[config.mk]
export PLATFORM = sky130hd
export DESIGN_NAME = multi_step_counter_flat
export DESIGN_NICKNAME = d
export VERILOG_FILES = /design/src/rtl/multi_step_counter_if.sv /design/src/rtl/multi_step_counter.sv /design/src/flat_wrapper.sv
export SDC_FILE = /design/constraint.sdc
export NUM_CORES = 1
export LEC_CHECK = 0
export CORE_ASPECT_RATIO = 1.5
export CORE_MARGIN = 4
export CORE_UTILIZATION = 30
export DETAILED_ROUTE_END_ITERATION = 16
export MAX_ROUTING_LAYER = met4
export SETUP_SLACK_MARGIN = 0.15
export SLEW_MARGIN = 40
export SYNTH_ARGS = -nofsm -noshare
export SYNTH_HDL_FRONTEND = slang
export SYNTH_SLANG_ARGS = --single-unit
[constraint.sdc]
create_clock -name CLK -period 5.2 [get_ports CLK]
set_input_delay 1.04 -clock CLK [delete_from_list [all_inputs] [get_ports CLK]]
set_output_delay 1.04 -clock CLK [all_outputs]
set_load 0.1 [all_outputs]
[src/rtl/multi_step_counter_if.sv]
// Control/status bundle for multi_step_counter.
// Master drives the requests; slave returns counts and boundary flags.
interface multi_step_counter_if #(
    parameter int NUM_CH      = 4,
    parameter int COUNT_WIDTH = 8
);
    logic [NUM_CH-1:0]             CLEAR;
    logic [NUM_CH*COUNT_WIDTH-1:0] DEFAULT;
    logic [NUM_CH-1:0]             INC;
    logic [NUM_CH-1:0]             DEC;
    logic [NUM_CH*COUNT_WIDTH-1:0] STEP;
    logic [NUM_CH*COUNT_WIDTH-1:0] MIN_COUNT;
    logic [NUM_CH*COUNT_WIDTH-1:0] MAX_COUNT;
    logic [NUM_CH-1:0]             SAT_MODE;
    logic [NUM_CH*COUNT_WIDTH-1:0] COUNT;
    logic [NUM_CH-1:0]             AT_MAX;
    logic [NUM_CH-1:0]             AT_MIN;
    logic [NUM_CH-1:0]             WRAP;

    modport master (
        output CLEAR, DEFAULT, INC, DEC, STEP,
        output MIN_COUNT, MAX_COUNT, SAT_MODE,
        input  COUNT, AT_MAX, AT_MIN, WRAP
    );

    modport slave (
        input  CLEAR, DEFAULT, INC, DEC, STEP,
        input  MIN_COUNT, MAX_COUNT, SAT_MODE,
        output COUNT, AT_MAX, AT_MIN, WRAP
    );
endinterface

[src/rtl/multi_step_counter.sv]
// Bank of bounded up/down stride counters with wrap/saturate and WRAP pulse.
// Define COUNTER_CASCADE_EN to ripple up-wrap carries into the next channel.
module multi_step_counter #(
    parameter int NUM_CH      = 4,
    parameter int COUNT_WIDTH = 8
) (
    input logic                 CLK,
    input logic                 RESET,
    multi_step_counter_if.slave bus
);
    localparam int CW = COUNT_WIDTH;
    typedef logic [CW:0] ext_t;

    logic [NUM_CH*CW-1:0] count_q;
    logic [NUM_CH*CW-1:0] count_d;
    logic [NUM_CH-1:0]    wrap_q;
    logic [NUM_CH-1:0]    wrap_d;

    always_comb begin
        ext_t          c;
        ext_t          lo;
        ext_t          hi;
        ext_t          st;
        ext_t          sum;
        ext_t          dif;
        logic          inc;
        logic          up;
        logic          dn;
        logic          ovf;
        logic          unf;
        logic          w;
        logic [CW-1:0] nxt;
`ifdef COUNTER_CASCADE_EN
        logic          carry;
        carry = 1'b0;
`endif
        count_d = count_q;
        wrap_d  = '0;
        for (int i = 0; i < NUM_CH; i++) begin
            c   = {1'b0, count_q[i*CW +: CW]};
            lo  = {1'b0, bus.MIN_COUNT[i*CW +: CW]};
            hi  = {1'b0, bus.MAX_COUNT[i*CW +: CW]};
            st  = {1'b0, bus.STEP[i*CW +: CW]};
            sum = c + st;
            dif = c - st;
            inc = bus.INC[i];
`ifdef COUNTER_CASCADE_EN
            inc = bus.INC[i] | carry;
`endif
            up  = inc & ~bus.DEC[i] & (st != '0);
            dn  = ~inc & bus.DEC[i] & (st != '0);
            // Bound tests short-circuit before any difference could go negative
            ovf = (c >= hi) || ((hi - c) < st);
            unf = (c <= lo) || ((c - lo) < st);
            nxt = c[CW-1:0];
            w   = 1'b0;
            if (bus.CLEAR[i]) begin
                nxt = bus.DEFAULT[i*CW +: CW];
            end else if (up) begin
                if (ovf) begin
                    nxt = bus.SAT_MODE[i] ? hi[CW-1:0] : lo[CW-1:0];
                    w   = 1'b1;
                end else begin
                    nxt = sum[CW-1:0];
                end
            end else if (dn) begin
                if (unf) begin
                    nxt = bus.SAT_MODE[i] ? lo[CW-1:0] : hi[CW-1:0];
                    w   = 1'b1;
                end else begin
                    nxt = dif[CW-1:0];
                end
            end
            count_d[i*CW +: CW] = nxt;
            wrap_d[i]           = w;
`ifdef COUNTER_CASCADE_EN
            carry = up & ovf & ~bus.SAT_MODE[i] & ~bus.CLEAR[i];
`endif
        end
    end

    always_ff @(posedge CLK or posedge RESET) begin
        if (RESET) begin
            count_q <= '0;
            wrap_q  <= '0;
        end else begin
            count_q <= count_d;
            wrap_q  <= wrap_d;
        end
    end

    always_comb begin
        bus.AT_MAX = '0;
        bus.AT_MIN = '0;
        for (int i = 0; i < NUM_CH; i++) begin
            bus.AT_MAX[i] = count_q[i*CW +: CW] == bus.MAX_COUNT[i*CW +: CW];
            bus.AT_MIN[i] = count_q[i*CW +: CW] == bus.MIN_COUNT[i*CW +: CW];
        end
    end

    assign bus.COUNT = count_q;
    assign bus.WRAP  = wrap_q;
endmodule
[src/flat_wrapper.sv]
// flat-port wrapper written by rule: the top's interface ports become plain ports
module multi_step_counter_flat 
#(
    parameter int NUM_CH      = 4,
    parameter int COUNT_WIDTH = 8
)
  (CLK, RESET, bus_CLEAR, bus_DEFAULT, bus_INC, bus_DEC, bus_STEP, bus_MIN_COUNT, bus_MAX_COUNT, bus_SAT_MODE, bus_COUNT, bus_AT_MAX, bus_AT_MIN, bus_WRAP);
  multi_step_counter_if #(.NUM_CH(NUM_CH), .COUNT_WIDTH(COUNT_WIDTH)) bus_i ();
  input logic CLK;
  input logic RESET;
  input wire logic [$bits(bus_i.CLEAR)-1:0] bus_CLEAR;
  input wire logic [$bits(bus_i.DEFAULT)-1:0] bus_DEFAULT;
  input wire logic [$bits(bus_i.INC)-1:0] bus_INC;
  input wire logic [$bits(bus_i.DEC)-1:0] bus_DEC;
  input wire logic [$bits(bus_i.STEP)-1:0] bus_STEP;
  input wire logic [$bits(bus_i.MIN_COUNT)-1:0] bus_MIN_COUNT;
  input wire logic [$bits(bus_i.MAX_COUNT)-1:0] bus_MAX_COUNT;
  input wire logic [$bits(bus_i.SAT_MODE)-1:0] bus_SAT_MODE;
  output wire logic [$bits(bus_i.COUNT)-1:0] bus_COUNT;
  output wire logic [$bits(bus_i.AT_MAX)-1:0] bus_AT_MAX;
  output wire logic [$bits(bus_i.AT_MIN)-1:0] bus_AT_MIN;
  output wire logic [$bits(bus_i.WRAP)-1:0] bus_WRAP;
  assign bus_i.CLEAR = bus_CLEAR;
  assign bus_i.DEFAULT = bus_DEFAULT;
  assign bus_i.INC = bus_INC;
  assign bus_i.DEC = bus_DEC;
  assign bus_i.STEP = bus_STEP;
  assign bus_i.MIN_COUNT = bus_MIN_COUNT;
  assign bus_i.MAX_COUNT = bus_MAX_COUNT;
  assign bus_i.SAT_MODE = bus_SAT_MODE;
  assign bus_COUNT = bus_i.COUNT;
  assign bus_AT_MAX = bus_i.AT_MAX;
  assign bus_AT_MIN = bus_i.AT_MIN;
  assign bus_WRAP = bus_i.WRAP;
  multi_step_counter #(.NUM_CH(NUM_CH), .COUNT_WIDTH(COUNT_WIDTH)) u_core (.CLK(CLK), .RESET(RESET), .bus(bus_i));
endmodule
Word-level counts from Yosys, hierarchy flattened

Index checks and enable logic that the tools add are counted.

Add/sub/neg operators: 16
Reduce and logical (&&, ||, !) cells: 16
Bitwise operators: 24
Eq/ne operators: 8
$lt $le $gt $ge: 16
Mux-type cells: 48

Operators with widths:

| operator                          | number |
|---|---|
| two-way mux 8 bit                 | 28 |
| < comparator 9 x 8 -> 1 bit       | 8 |
| subtractor 8 x 8 -> 9 bit         | 8 |
| == test 8 bit                     | 8 |
| adder 8 bit                       | 4 |
| greater-or-equal comparator 8 bit | 4 |
| <= comparator 8 bit               | 4 |
| nonzero test 8 bit                | 4 |
| subtractor 8 bit                  | 4 |
| two-way mux 1 bit                 | 20 |
| bitwise AND 1 bit                 | 16 |
| nonzero test 3 bit                | 4 |
| logical OR 1 bit                  | 8 |
| NOT 1 bit                         | 8 |

Word-level logic and storage cells: 133
Bits in registers: 36
Output and inout bits: 44

Longest topological paths before layout

Depth in word-level cells: 7
Depth in mapped cells: 19

Least setup slack after synthesis

OpenSTA, ideal clock, no wires.

Path type: reg2reg
Start: register u_core.count_q[25], in the netlist u_core.bus.COUNT[25]
End: register u_core.count_q[25], in the netlist u_core.bus.COUNT[25]
Clock period less this slack: 5,114 ps
Library setup time: 94 ps
Data required time: 5,106 ps
Data arrival time: 5,020 ps
Slack: 86 ps
Stages on the path, launching flop included: 11
Path through: dfrtp_1 inv_1 ha_1 nand4_1 nor3_1 a21oi_1 a21bo_2 or2_1 buf_4 mux2_2 a211oi_1

Cells in the longest elaborated chain, start to end: 7

RTL lines:

| element                     | RTL line                 | text |
|---|---|---|
| start: declaration          | multi_step_counter.sv:14 | `logic [NUM_CH*CW-1:0] count_q;` |
| start signal: assignment    | multi_step_counter.sv:87 | `count_q <= count_d;` |
| subtractor 8 x 8 -> 9 bit   | multi_step_counter.sv:54 | `unf = (c <= lo) \|\| ((c - lo) < st);` |
| < comparator 9 x 8 -> 1 bit | multi_step_counter.sv:54 |  |
| logical OR 1 bit            | multi_step_counter.sv:54 |  |
| two-way mux 8 bit           | multi_step_counter.sv:67 | `if (unf) begin` |
| two-way mux 8 bit           | multi_step_counter.sv:66 | `end else if (dn) begin` |
| two-way mux 8 bit *         | multi_step_counter.sv:59 | `end else if (up) begin` |
| two-way mux 8 bit *         | multi_step_counter.sv:57 | `if (bus.CLEAR[i]) begin` |

Every way passes the cells marked *; elsewhere a longest branch is shown, timed or not. The select of a mux whose other input is x is not followed.
A chain may end at the register's enable or synchronous reset.

Worst setup path after layout

Start: input port bus_MAX_COUNT[0]
End: register u_core.count_q[3], in the netlist u_core.bus.COUNT[3]

Cells in the longest elaborated chain, start to end: 6

RTL lines:

| element                     | RTL line                 | text |
|---|---|---|
| start: declaration          | flat_wrapper.sv:17       | `input wire logic [$bits(bus_i.MAX_COUNT)-1:0] bus_MAX_COUNT;` |
| subtractor 8 x 8 -> 9 bit   | multi_step_counter.sv:53 | `ovf = (c >= hi) \|\| ((hi - c) < st);` |
| < comparator 9 x 8 -> 1 bit | multi_step_counter.sv:53 |  |
| logical OR 1 bit *          | multi_step_counter.sv:53 |  |
| two-way mux 8 bit *         | multi_step_counter.sv:60 | `if (ovf) begin` |
| two-way mux 8 bit *         | multi_step_counter.sv:59 |  |
| two-way mux 8 bit *         | multi_step_counter.sv:57 |  |

Every way passes the cells marked *; elsewhere a longest branch is shown, timed or not.

==> results list <==
* Site row count: 79
- The number of antenna violations at the first check in global routing was 2.
- Critical-path maximum fanout: 10
* Number of buffers added on ports: between 150 and 200
- For this block, the initial DRC count from the detailed router was 372.
- The first global-routing pass estimated 52600 µm of wire.
* Via-to-Cell Ratio: 5.38
* Residual antenna-violating net count after detailed routing: 0
- Synthesized-area fraction occupied by ao, oa, aoi and oai cells: 26.5%
- The H-tree was split into 2 levels.
- Data on the critical path arrives at its endpoint at 5.02 ns.
* Floorplan die height: ~230 µm
- Clk Latency, worst-skew pair: 0.30 ns
- Ys Warns: 0
- For this run, design rule violations remaining after detail routing come to 0.
- Remaining global-route overflow: 0
- Cell Pwr Density: around 310 nW/µm²
- Global routing used 19.3% of the available met1 tracks.
- The worst setup path is captured at a flip-flop.
* XOR/XNOR share of the synthesized area: 7.87%
* CTS sink count: 36
* Drt total wl: 33400 µm
- NumNets Final: 1736
* Clk buf depth: 2
- Minimum clock period after layout: 4.84 ns
- Count of final max-slew check failures: 0
* Post-CTS repair timing setup buffer count: 0
* Root Buffer: sky130_fd_sc_hd__clkbuf_16
- Number of endpoints with negative hold slack in the final report: 0
* Worst min-delay path category: flip-flop to flip-flop
- Initial Util: 30.5%
- WS Path Type: primary input to flip-flop
- Buffers inserted during clock tree synthesis total 5.
- Global routing used 19.4% of the available tracks.
* # IOs: 190
* Max frequency: 207 MHz
- Of the post-synthesis cell area, the part taken by muxes is about 8%.
* Detailed-route via count: just under 10000
- Largest net degree at the start of global routing: 37
* Final routed wire length divided by cell count: 18.5 µm
- Leakage Power: 5.54 nW
- Final critical-path share of the clock period: 93.1%
- The most used flip-flop cell after synthesis is sky130_fd_sc_hd__dfrtp_1.
* Count of state elements after synthesis: 36
* GP Congestion: a little over 0.9
- Max-cap violations in this run came to 0.
* Async set-reset flop share out of synthesis: 100%
- GR peak layer: met2
* Maximum vdd drop: between 0.15 and 0.2 mV
* Sequential-to-total area share from yosys stat: about a tenth
- Syn Nets: 1546
- Cts-stage hold buffer count: 0
- The synthesized netlist devotes 26.7% of its cell area to adder and majority cells.
- Total Power Consumption: around 3.7 mW
- Worst-case headroom to the max-slew limit: 42.0%
- The first detailed-routing pass ran for 6 iterations.
- Setup repair after global routing missed its margin: no
- Status: complete, no violations
- The synthesized design contains 0 enable-type register cells.
- Placed wire-length estimate after detailed placement: roughly 29000 µm
- A synthesized cell averages 7.83 µm².
- Largest family of logic cells by synthesized area: adder cells
- WHS: 0.675 ns
- Worst slew pin tran: 0.864 ns
- Cells after synthesis: roughly 1200
- Clock transition time at the flip-flop clock pins of the worst setup and hold paths: 0.07 ns
- Synthesized-area fraction occupied by and/or/nand/nor cells: 14.1%
* Cells resized by post-CTS repair: 0
- Die Span X: 153 µm
* Endpoints failing setup: 0
- The die covers 34500 µm².
- Counting distinct cell types in the post-synthesis netlist gives 78.
* Total Negative Setup Slacks: 0 ns
- CTS tree: yes
- Of the cells placed in the final design, the portion with a size suffix greater than 1 is 7.22%.
* Worst path required time: 5.37 ns
- Floorplan core area: 31000 µm²
- In the global route stage, met2 resource usage came out at between 30 and 40%.
- For the final database, setup skew stands at 0.00868 ns.
* Cell Area, Synth: 9460 µm²
- The worst setup path is launched from a primary input.
- The via count of the first global-routing pass was between 10000 and 15000.
- In the global route stage, met3 resource usage came out at 3.07%.
* Relative area change from synthesis to final layout: 24.9%
## cell usage in the layout (no fill, tap or decap), types with 7 or more instances in the layout
master / n
sky130_fd_sc_hd__ha_1: 176
sky130_fd_sc_hd__inv_1: 147
sky130_fd_sc_hd__clkdlybuf4s50_1: 142
sky130_fd_sc_hd__a21oi_1: 95
sky130_fd_sc_hd__nor2_1: 82
sky130_fd_sc_hd__mux2i_1: 66
sky130_fd_sc_hd__nand2_1: 64
sky130_fd_sc_hd__o21ai_0: 64
sky130_fd_sc_hd__xnor2_1: 57
sky130_fd_sc_hd__buf_2: 39
sky130_fd_sc_hd__dfrtp_1: 36
sky130_fd_sc_hd__xor2_1: 28
sky130_fd_sc_hd__nor2b_1: 28
sky130_fd_sc_hd__a21o_1: 28
sky130_fd_sc_hd__a211oi_1: 25
sky130_fd_sc_hd__buf_4: 23
sky130_fd_sc_hd__nor3_1: 21
sky130_fd_sc_hd__o211ai_1: 21
sky130_fd_sc_hd__o21bai_1: 18
sky130_fd_sc_hd__nand2b_1: 17
sky130_fd_sc_hd__o21a_1: 17
sky130_fd_sc_hd__a31oi_1: 16
sky130_fd_sc_hd__nand4_1: 16
sky130_fd_sc_hd__o22ai_1: 16
sky130_fd_sc_hd__fa_1: 16
sky130_fd_sc_hd__a222oi_1: 13
sky130_fd_sc_hd__nand3_1: 10
sky130_fd_sc_hd__mux2_2: 10
sky130_fd_sc_hd__nor4_1: 8
sky130_fd_sc_hd__o221ai_1: 7
## final cells by class
| class | instances | area [µm²] |
|---|---|---|
| Inverter | 148 | 558 |
| Timing Repair Buffer | 204 | 1790 |
| Antenna cell | 2 | 5.00 |
| Sequential cell | 36 | 901 |
| Fill cell | 3302 | 19200 |
| Multi-Input combinational cell | 1003 | 7900 |
| Clock buffer | 7 | 153 |
| Tap cell | 405 | 507 |
## per-stage QoR
step                      worst slack (ns)  cell area, µm²  std cells  util [%]
final                                0.360           11800       1805      38.1
after global routing                 0.176           11800       1805      38.1
after global placement               0.116           11800       1796      38.1
after detailed placement            0.0303           11600       1796      37.5
after floorplan                      0.503            9460       1208         -
after CTS                            0.335           11800       1803      38.0
## kinds of logic after synthesis
logic type               after synthesis
AO/OA/AOI/OAI                        376
AND/OR/NAND/NOR                      274
adder cells (fa/ha/maj)              192
buffers and inverters                169
XOR/XNOR                              85
multiplexers                          76
flip-flops                            36
## per-layer routing
layer	vias to the layer above	part of all wire (%)
met5	-	0
met3	115	5.2
met4	0	7.4
met1	4484	36
met2	331	51
li1	4776	-
## worst max-delay path, cell delays in order
cell and delay, ns:
sky130_fd_sc_hd__clkdlybuf4s50_1 0.43, sky130_fd_sc_hd__inv_1 0.10, sky130_fd_sc_hd__ha_1 0.17, sky130_fd_sc_hd__inv_1 0.05, sky130_fd_sc_hd__fa_1 0.39, sky130_fd_sc_hd__a21o_1 0.18, sky130_fd_sc_hd__a21oi_2 0.20, sky130_fd_sc_hd__o21bai_1 0.09
sky130_fd_sc_hd__a21oi_1 0.17, sky130_fd_sc_hd__xnor2_1 0.09, sky130_fd_sc_hd__ha_1 0.29, sky130_fd_sc_hd__o21ai_0 0.07, sky130_fd_sc_hd__or2b_2 0.16, sky130_fd_sc_hd__a21oi_1 0.05, sky130_fd_sc_hd__o32a_1 0.32, sky130_fd_sc_hd__or4_4 0.62
sky130_fd_sc_hd__mux2i_1 0.16, sky130_fd_sc_hd__a222oi_1 0.33, sky130_fd_sc_hd__nand2_1 0.09
## flip-flops by register name (all words and copies together), names as in the netlist
name / cells
u_core.bus.WRAP: 4
u_core.bus.COUNT: 32
## where the power goes
part	switching, mW	leakage [nW]	internal, mW	total [mW]
Combinational	1.75	5.04	1.18	2.93
Sequential	0.108	0.425	0.330	0.438
Clock	0.143	0.0760	0.202	0.345
Total	2.00	5.54	1.71	3.71
## synth_stat cells, types with 5 or more instances
| cell | number | share of area (%) |
|---|---|---|
| sky130_fd_sc_hd__ha_1 | 176 | 23 |
| sky130_fd_sc_hd__inv_1 | 148 | 5.9 |
| sky130_fd_sc_hd__a21oi_1 | 95 | 5.0 |
| sky130_fd_sc_hd__nor2_1 | 82 | 3.3 |
| sky130_fd_sc_hd__mux2i_1 | 66 | 7.0 |
| sky130_fd_sc_hd__nand2_1 | 64 | 2.5 |
| sky130_fd_sc_hd__o21ai_0 | 64 | 3.4 |
| sky130_fd_sc_hd__xnor2_1 | 57 | 5.3 |
| sky130_fd_sc_hd__dfrtp_1 | 36 | 9.5 |
| sky130_fd_sc_hd__a21o_1 | 28 | 2.2 |
| sky130_fd_sc_hd__nor2b_1 | 28 | 1.9 |
| sky130_fd_sc_hd__xor2_1 | 28 | 2.6 |
| sky130_fd_sc_hd__a211oi_1 | 25 | 2.0 |
| sky130_fd_sc_hd__nor3_1 | 22 | 1.2 |
| sky130_fd_sc_hd__o211ai_1 | 21 | 1.7 |
| sky130_fd_sc_hd__o21bai_1 | 18 | 1.4 |
| sky130_fd_sc_hd__nand2b_1 | 17 | 1.1 |
| sky130_fd_sc_hd__o21a_1 | 17 | 1.3 |
| sky130_fd_sc_hd__a31oi_1 | 16 | 1.1 |
| sky130_fd_sc_hd__fa_1 | 16 | 3.4 |
| sky130_fd_sc_hd__nand4_1 | 16 | 1.1 |
| sky130_fd_sc_hd__o22ai_1 | 16 | 1.1 |
| sky130_fd_sc_hd__a222oi_1 | 13 | 1.4 |
| sky130_fd_sc_hd__clkbuf_1 | 10 | 0.40 |
| sky130_fd_sc_hd__mux2_2 | 10 | 1.2 |
| sky130_fd_sc_hd__nand3_1 | 10 | 0.53 |
| sky130_fd_sc_hd__nor4_1 | 8 | 0.53 |
| sky130_fd_sc_hd__o221ai_1 | 7 | 0.65 |
| sky130_fd_sc_hd__and3_1 | 6 | 0.40 |
| sky130_fd_sc_hd__a21boi_0 | 5 | 0.40 |
| sky130_fd_sc_hd__o31ai_1 | 5 | 0.40 |
## worst paths after layout
kind | start | end | slack [ns] | depth (start not counted)
min in group asynchronous | RESET | u_core.bus.COUNT[4] | 1.17 | 2
max | bus_MAX_COUNT[0] | u_core.bus.COUNT[3] | 0.36 | 19
max in group asynchronous | RESET | u_core.bus.COUNT[26] | 3.63 | 2
min | u_core.bus.COUNT[8] | u_core.bus.COUNT[8] | 0.68 | 2
max reg2reg | u_core.bus.COUNT[1] | u_core.bus.COUNT[3] | 1.04 | 16
min reg2reg | u_core.bus.COUNT[8] | u_core.bus.COUNT[8] | 0.68 | 2
No activity file was read; power rests on OpenSTA's default activity.
